File: config.mk
export PLATFORM = sky130hd
export DESIGN_NAME = cdb_arbiter_flat
export DESIGN_NICKNAME = d
export VERILOG_FILES = /design/src/rtl/cdb_arbiter_if.sv /design/src/rtl/cdb_arbiter.sv /design/src/flat_wrapper.sv
export SDC_FILE = /design/constraint.sdc
export NUM_CORES = 1
export LEC_CHECK = 0
export CAP_MARGIN = 20
export CORE_MARGIN = 2
export CORE_UTILIZATION = 25
export DETAILED_ROUTE_END_ITERATION = 7
export GPL_ROUTABILITY_DRIVEN = 1
export PLACE_DENSITY = 0.65
export SLEW_MARGIN = 10
export SYNTH_ARGS = -nofsm -noshare
export SYNTH_HDL_FRONTEND = slang
export SYNTH_SLANG_ARGS = --single-unit
export TNS_END_PERCENT = 50
File: constraint.sdc
create_clock -name clk_i -period 8.8 [get_ports clk_i]
set_input_delay 1.76 -clock clk_i [delete_from_list [all_inputs] [get_ports clk_i]]
set_output_delay 1.76 -clock clk_i [all_outputs]
set_load 0.005 [all_outputs]
File: src/rtl/cdb_arbiter_if.sv
// cdb_arbiter_if: bundles the requester handshake and the broadcast bus of the
// common data bus arbiter. The arbiter takes the slave view; the finishing
// sources and the bus consumers together take the master view.
interface cdb_arbiter_if #(
   parameter int NUM_REQ = 5,
   parameter int TAG_W   = 4,
   parameter int DATA_W  = 32
);
   localparam int SRC_W = (NUM_REQ > 1) ? $clog2(NUM_REQ) : 1;

   logic                      flush_i;
   logic [NUM_REQ-1:0]        req_valid_i;
   logic [NUM_REQ*TAG_W-1:0]  req_tag_i;
   logic [NUM_REQ*DATA_W-1:0] req_data_i;
   logic [NUM_REQ-1:0]        grant_o;
   logic                      cdb_valid_o;
   logic [TAG_W-1:0]          cdb_tag_o;
   logic [DATA_W-1:0]         cdb_data_o;
   logic [SRC_W-1:0]          cdb_src_o;

   modport master (
      output flush_i,
      output req_valid_i,
      output req_tag_i,
      output req_data_i,
      input  grant_o,
      input  cdb_valid_o,
      input  cdb_tag_o,
      input  cdb_data_o,
      input  cdb_src_o
   );

   modport slave (
      input  flush_i,
      input  req_valid_i,
      input  req_tag_i,
      input  req_data_i,
      output grant_o,
      output cdb_valid_o,
      output cdb_tag_o,
      output cdb_data_o,
      output cdb_src_o
   );
endinterface

File: src/rtl/cdb_arbiter.sv
// cdb_arbiter: grants the common data bus to at most one finished source per
// cycle and broadcasts the winner's ROB tag and result one cycle later.
// Fixed-priority sources (PRIO_MASK) beat round-robin sources, except that a
// round-robin source that has waited STARVE_LIM cycles is forced through.
module cdb_arbiter #(
   parameter int                 NUM_REQ    = 5,
   parameter int                 TAG_W      = 4,
   parameter int                 DATA_W     = 32,
   parameter logic [NUM_REQ-1:0] PRIO_MASK  = 5'b10000,
   parameter int                 STARVE_LIM = 4
) (
   input  logic         clk_i,
   input  logic         reset_n_i,
   cdb_arbiter_if.slave bus
);
   localparam int               SRC_W    = (NUM_REQ > 1) ? $clog2(NUM_REQ) : 1;
   localparam int               CNT_W    = 3;
   localparam logic [CNT_W-1:0] CNT_LIM  = CNT_W'(STARVE_LIM);
   localparam logic [SRC_W-1:0] LAST_IDX = SRC_W'(NUM_REQ - 1);

   // arbitration state
   logic [SRC_W-1:0]  rr_ptr;
   logic [CNT_W-1:0]  wait_cnt [NUM_REQ];

   // per-rule candidates
   logic              starve_hit;
   logic [SRC_W-1:0]  starve_idx;
   logic              prio_hit;
   logic [SRC_W-1:0]  prio_idx;
   logic              rr_hit;
   logic [SRC_W-1:0]  rr_idx;
   logic [SRC_W-1:0]  scan_idx;
   int                scan_pos;

   // winner and handshake
   logic              win_valid;
   logic [SRC_W-1:0]  win_idx;
   logic [NUM_REQ-1:0] grant;
   logic              handshake;
   logic              win_is_rr;
   logic [SRC_W-1:0]  rr_next;
   logic [TAG_W-1:0]  win_tag;
   logic [DATA_W-1:0] win_data;

   // broadcast registers
   logic              cdb_valid_q;
   logic [TAG_W-1:0]  cdb_tag_q;
   logic [DATA_W-1:0] cdb_data_q;
   logic [SRC_W-1:0]  cdb_src_q;

   // Lowest-index round-robin source whose wait counter has saturated.
   always_comb begin
      starve_hit = 1'b0;
      starve_idx = '0;
      for (int i = 0; i < NUM_REQ; i++) begin
         if (!starve_hit && bus.req_valid_i[i] && !PRIO_MASK[i] &&
             (wait_cnt[i] == CNT_LIM)) begin
            starve_hit = 1'b1;
            starve_idx = SRC_W'(i);
         end
      end
   end

   // Lowest-index valid fixed-priority source.
   always_comb begin
      prio_hit = 1'b0;
      prio_idx = '0;
      for (int i = 0; i < NUM_REQ; i++) begin
         if (!prio_hit && bus.req_valid_i[i] && PRIO_MASK[i]) begin
            prio_hit = 1'b1;
            prio_idx = SRC_W'(i);
         end
      end
   end

   // First valid round-robin source scanning upward from rr_ptr with wrap.
   always_comb begin
      rr_hit   = 1'b0;
      rr_idx   = '0;
      scan_pos = 0;
      scan_idx = '0;
      for (int k = 0; k < NUM_REQ; k++) begin
         scan_pos = int'(rr_ptr) + k;
         if (scan_pos >= NUM_REQ) begin
            scan_pos = scan_pos - NUM_REQ;
         end
         scan_idx = SRC_W'(scan_pos);
         if (!rr_hit && bus.req_valid_i[scan_idx] && !PRIO_MASK[scan_idx]) begin
            rr_hit = 1'b1;
            rr_idx = scan_idx;
         end
      end
   end

   // Starvation beats fixed priority, which beats plain round-robin.
   always_comb begin
      win_valid = 1'b0;
      win_idx   = '0;
      if (starve_hit) begin
         win_valid = 1'b1;
         win_idx   = starve_idx;
      end else if (prio_hit) begin
         win_valid = 1'b1;
         win_idx   = prio_idx;
      end else if (rr_hit) begin
         win_valid = 1'b1;
         win_idx   = rr_idx;
      end
   end

   // One-hot grant, suppressed during reset and on a flush.
   always_comb begin
      grant = '0;
      if (reset_n_i && !bus.flush_i && win_valid) begin
         grant[win_idx] = 1'b1;
      end
   end

   assign handshake = |(grant & bus.req_valid_i);
   assign win_is_rr = !PRIO_MASK[win_idx];
   assign rr_next   = (win_idx == LAST_IDX) ? '0 : win_idx + 1'b1;
   assign win_tag   = bus.req_tag_i[int'(win_idx)*TAG_W +: TAG_W];
   assign win_data  = bus.req_data_i[int'(win_idx)*DATA_W +: DATA_W];

   // Round-robin pointer moves past any non-priority winner, starved or not.
   always_ff @(posedge clk_i or negedge reset_n_i) begin
      if (!reset_n_i) begin
         rr_ptr <= '0;
      end else if (bus.flush_i) begin
         rr_ptr <= '0;
      end else if (handshake && win_is_rr) begin
         rr_ptr <= rr_next;
      end
   end

   // Saturating wait counters for round-robin sources that are held off.
   always_ff @(posedge clk_i or negedge reset_n_i) begin
      if (!reset_n_i) begin
         for (int i = 0; i < NUM_REQ; i++) begin
            wait_cnt[i] <= '0;
         end
      end else begin
         for (int i = 0; i < NUM_REQ; i++) begin
            if (bus.flush_i || PRIO_MASK[i] || !bus.req_valid_i[i] || grant[i]) begin
               wait_cnt[i] <= '0;
            end else if (wait_cnt[i] != CNT_LIM) begin
               wait_cnt[i] <= wait_cnt[i] + 1'b1;
            end
         end
      end
   end

   // Broadcast register: valid pulses per handshake, payload holds otherwise.
   always_ff @(posedge clk_i or negedge reset_n_i) begin
      if (!reset_n_i) begin
         cdb_valid_q <= 1'b0;
         cdb_tag_q   <= '0;
         cdb_data_q  <= '0;
         cdb_src_q   <= '0;
      end else begin
         cdb_valid_q <= handshake;
         if (handshake) begin
            cdb_tag_q  <= win_tag;
            cdb_data_q <= win_data;
            cdb_src_q  <= win_idx;
         end
      end
   end

   assign bus.grant_o     = grant;
   assign bus.cdb_valid_o = cdb_valid_q;
   assign bus.cdb_tag_o   = cdb_tag_q;
   assign bus.cdb_data_o  = cdb_data_q;
   assign bus.cdb_src_o   = cdb_src_q;

endmodule

File: src/flat_wrapper.sv
// flat-port wrapper written by rule: the top's interface ports become plain ports
module cdb_arbiter_flat 
#(
   parameter int                 NUM_REQ    = 5,
   parameter int                 TAG_W      = 4,
   parameter int                 DATA_W     = 32,
   parameter logic [NUM_REQ-1:0] PRIO_MASK  = 5'b10000,
   parameter int                 STARVE_LIM = 4
)
  (clk_i, reset_n_i, bus_flush_i, bus_req_valid_i, bus_req_tag_i, bus_req_data_i, bus_grant_o, bus_cdb_valid_o, bus_cdb_tag_o, bus_cdb_data_o, bus_cdb_src_o);
  cdb_arbiter_if #(.NUM_REQ(NUM_REQ), .TAG_W(TAG_W), .DATA_W(DATA_W)) bus_i ();
  input  logic clk_i;
  input  logic reset_n_i;
  input wire logic [$bits(bus_i.flush_i)-1:0] bus_flush_i;
  input wire logic [$bits(bus_i.req_valid_i)-1:0] bus_req_valid_i;
  input wire logic [$bits(bus_i.req_tag_i)-1:0] bus_req_tag_i;
  input wire logic [$bits(bus_i.req_data_i)-1:0] bus_req_data_i;
  output wire logic [$bits(bus_i.grant_o)-1:0] bus_grant_o;
  output wire logic [$bits(bus_i.cdb_valid_o)-1:0] bus_cdb_valid_o;
  output wire logic [$bits(bus_i.cdb_tag_o)-1:0] bus_cdb_tag_o;
  output wire logic [$bits(bus_i.cdb_data_o)-1:0] bus_cdb_data_o;
  output wire logic [$bits(bus_i.cdb_src_o)-1:0] bus_cdb_src_o;
  assign bus_i.flush_i = bus_flush_i;
  assign bus_i.req_valid_i = bus_req_valid_i;
  assign bus_i.req_tag_i = bus_req_tag_i;
  assign bus_i.req_data_i = bus_req_data_i;
  assign bus_grant_o = bus_i.grant_o;
  assign bus_cdb_valid_o = bus_i.cdb_valid_o;
  assign bus_cdb_tag_o = bus_i.cdb_tag_o;
  assign bus_cdb_data_o = bus_i.cdb_data_o;
  assign bus_cdb_src_o = bus_i.cdb_src_o;
  cdb_arbiter #(.NUM_REQ(NUM_REQ), .TAG_W(TAG_W), .DATA_W(DATA_W), .PRIO_MASK(PRIO_MASK), .STARVE_LIM(STARVE_LIM)) u_core (.clk_i(clk_i), .reset_n_i(reset_n_i), .bus(bus_i));
endmodule
==> impl_summary.log <==
INFO  metric synthesis.yosys.warnings = 0
INFO  metric hold_depth = 1
INFO  metric die_area = 18200 sq um
INFO  metric postRouteAntennaNets = 0
INFO  metric clk_latency = 0.30 ns
INFO  metric async_flop_share = 100%
INFO  metric syn-num-nets = 657
INFO  metric vdd_ir_drop_max = 0.0803 mV
INFO  metric vias_in_the_first_global_route = 4866
INFO  metric core = 16600 sq um
INFO  metric place.detailed.instances = 875
INFO  metric grt_pass1_wl = 25600 um
INFO  metric cellPowerDensity = 134 nW/um^2
INFO  metric drt_pass1_iterations = 5
INFO  metric antenna_violations_before_repair = 0
INFO  metric syn_area = 4280 sq um
INFO  metric critical_path.n_buffers_inverters = 2
INFO  metric fmax = 138 MHz
INFO  metric wire_per_inst = 18.4 um
INFO  metric ff2ff_path_depth = 12
INFO  metric synth_enable_flop_cells = 0
INFO  metric tritoncts_clock_tree = built
INFO  metric detailedRoute.firstIterationViolations = 183
INFO  metric grt_overflow_total = 0
INFO  metric worstPathMaxFanout = 24
INFO  metric fin_nets = 868
INFO  metric synthToLayoutAreaGrowth = 61.8%
INFO  metric cts-resized-gates = 0
INFO  metric netlist_instances = 451
INFO  metric max_slew.worst_pin.slew = 0.970 ns
INFO  metric drive_above_1_share = 4.37%
INFO  metric grtUsageMet2 = 33.6%
INFO  metric crit_required = 7.04 ns
INFO  metric outcome = finished clean
INFO  metric cts_buffers = 5
INFO  metric route.detailed.vias_per_inst = 5.07
INFO  metric io_pins = 233
INFO  metric crit_path_end_kind = output port
INFO  metric avgSynthCellArea = 9.49 sq um
INFO  metric static_leakage_power = 3.11 nW
INFO  metric totalPowerFinal = 931 uW
INFO  metric setup_violators_final = 0
INFO  metric fp-row-count = 47
INFO  metric globalRouteMet1Util = 20.1%
INFO  metric cts_hold_repair_buffers = 0
INFO  metric gp_weighted_congestion = 0.832
INFO  metric worstSetupPathDepth = 10
INFO  metric antenna_cells = 0
INFO  metric period_share = 82.2%
INFO  metric globalRoute.busiestLayer = met2
INFO  metric grt_usage = 17.9%
INFO  metric clk_pin_slew_worst_paths = 0.07 ns
INFO  metric crit_chain = clkdlybuf4s50_1 -> mux4_2 -> a32o_1 -> nand3b_1 -> o31ai_1 -> a31o_2 -> a31oi_4 -> nand2_1 -> nor2_1 -> clkdlybuf4s50_1
INFO  metric netlist.top_cell.by_area = sky130_fd_sc_hd__dfrtp_1
INFO  metric route.detailed.drc = 0
INFO  metric htreeDepth = 2
INFO  metric yosys_most_used_dff = sky130_fd_sc_hd__dfrtp_1
INFO  metric globalRouteMet3Util = 4.88%
INFO  metric final_max_slew_viol_count = 0
INFO  metric final_period_minus_worst_setup_slack = 7.23 ns
INFO  metric critical_path.most_common_cell = sky130_fd_sc_hd__clkdlybuf4s50_1
INFO  metric grt_start_max_net_pins = 57
INFO  metric yosys.cell_count.top_type = sky130_fd_sc_hd__mux2i_1
INFO  metric chipWidth = 135 um
INFO  metric initial_core_util = 25.7%
INFO  metric synth.top_cell.area_share = 32.2%
INFO  metric fin_util = 41.6%
INFO  metric number_of_synthesized_register_bits = 55
INFO  metric final_hold_viol_count = 0
INFO  metric timing.setup.critical_path_class = in2out
INFO  metric worst_path_cell_with_the_longest_stage_delay = sky130_fd_sc_hd__a31oi_4
INFO  metric ys_seq_area_share = 32.2%
INFO  metric place.port_buffers = 232
INFO  metric ctsLongestPathBuffers = 2
INFO  metric clock_tree.root_cell = sky130_fd_sc_hd__clkbuf_16
INFO  metric worst_slew_margin_rel = 35.3%
INFO  metric cts.repair_timing.setup_buffer_count = 0
INFO  metric cpPeakStageDelay = 0.76 ns
INFO  metric data_arrival_time_at_the_worst_slack_endpoint = 5.47 ns
INFO  metric dp.final_hpwl = 12400 um
INFO  metric finish.cell_count_without_fillers = 883
INFO  metric synth_cell_types = 51
INFO  metric synth.cells.most_frequent = sky130_fd_sc_hd__mux2i_1 (81), sky130_fd_sc_hd__dfrtp_1 (55), sky130_fd_sc_hd__nand2_1 (37), sky130_fd_sc_hd__a22oi_1 (36), sky130_fd_sc_hd__o221ai_1 (36)
INFO  metric cts.sinks = 55
INFO  metric critical_path.top_delay_family = compound AO/OA/AOI/OAI gates
INFO  metric routed-via-count = 4473
INFO  metric ys_top_cells_by_area = sky130_fd_sc_hd__dfrtp_1 (32%), sky130_fd_sc_hd__mux2i_1 (19%), sky130_fd_sc_hd__o221ai_1 (7.4%), sky130_fd_sc_hd__a22oi_1 (6.3%), sky130_fd_sc_hd__ha_1 (5.0%)
INFO  metric cap_violations = 0
INFO  metric fin_tns_setup = 0 ns
INFO  metric setup_repair_after_global_routing_missed_its_margin = no
INFO  metric wirelength = 16200 um
INFO  metric skew = 0.0100 ns
INFO  metric die_h = 135 um
INFO  metric hold_class = reg2reg
INFO  metric category_of_the_worst_setup_path_launch_point = input port
==> report_power, final <==
part           switching [mW]  leakage (nW)  total [mW]  internal, mW
sequential             0.0318         0.701       0.328         0.296
combinational           0.154          2.34       0.388         0.234
clock                   0.106        0.0719       0.215         0.109
total                   0.292          3.11       0.931         0.639
==> flip-flops by register name, indices dropped and copies added, names as in the netlist <==
name and cells:
u_core.bus.cdb_data_o 32, u_core.wait_cnt 12, u_core.bus.cdb_tag_o 4, u_core.bus.cdb_src_o 3, u_core.rr_ptr 3, u_core.bus.cdb_valid_o 1
==> worst reg2reg max path: cells and delay by family, from the launching register on <==
| family | cells | cell delay [ns] |
|---|---|---|
| fa+ha+maj | 2 | 0.75 |
| mux | 1 | 0.53 |
| compound gates | 5 | 1.88 |
| buf+inv | 2 | 1.42 |
| simple gates | 2 | 0.33 |
| flops | 1 | 0.79 |
==> final timing paths <==
path                                                     start                               endpoint  slack (ns)
max in group asynchronous                            reset_n_i  u_core.bus.cdb_data_o[15]$_DFFE_PN0P_        6.70
setup / recovery                            bus_req_valid_i[1]                         bus_grant_o[1]        1.57
hold / removal             u_core.bus.cdb_src_o[2]$_DFFE_PN0P_    u_core.bus.cdb_src_o[2]$_DFFE_PN0P_        0.49
setup reg to reg                  u_core.rr_ptr[0]$_DFFE_PN0P_    u_core.bus.cdb_tag_o[3]$_DFFE_PN0P_        2.95
hold reg to reg            u_core.bus.cdb_src_o[2]$_DFFE_PN0P_    u_core.bus.cdb_src_o[2]$_DFFE_PN0P_        0.49
min in group asynchronous                            reset_n_i        u_core.wait_cnt[12]$_DFFE_PN0P_        1.59
==> per-layer routing <==
metal | share of wire [%] | vias to the layer above | wire (um)
met3 | 6.7 | 14 | 1090
met1 | 39 | 2177 | 6270
li1 | - | 2135 | -
met4 | 1.5 | 0 | 238
met2 | 53 | 147 | 8650
met5 | 0 | - | 0
==> through the flow <==
step	setup slack (ns)	cell area, sq um	hold slack (ns)
final	1.57	6920	0.488
after global routing	1.22	6920	0.531
after CTS	1.58	6920	0.501
after detailed placement	1.63	6770	0.483
after global placement	1.73	6770	0.464
after floorplan	3.12	4280	0.471
==> cell families (layout without fill, tap and decap cells) <==
group | Yosys count | in the layout | share of synthesized area, %
AOI/OAI and AO/OA | 125 | 125 | 22.9
and+or+nand+nor | 108 | 108 | 12.1
muxes | 83 | 83 | 20.0
DFF | 55 | 55 | 32.2
buffers and inverters | 52 | 264 | 5.35
adders and majority gates | 18 | 18 | 5.44
xor gates and xnor gates | 10 | 10 | 2.05
==> area by class of cell <==
cell class              instances  area (sq um)
fillers                      1614          9720
multi-input cells             344          2690
repair buffers                238          2360
flip-flops and latches         55          1380
well taps                     220           275
clock buffers                   5           125
inverters                      18          67.6
clock inverters                 3          27.5
==> cell usage in the layout, fill, tap and decap left out, drive strengths merged, types with 5 or more instances in the layout <==
master,count
o21ai,9
mux2i,81
nand2,37
ha,17
xnor2,9
nand4,5
inv,19
nor2,19
a22oi,36
clkbuf,5
o221ai,36
buf,7
nand3,14
clkdlybuf4s50,231
nor3,12
o21a,5
dfrtp,55
a21oi,14
Power figures use the tool's default switching activity.
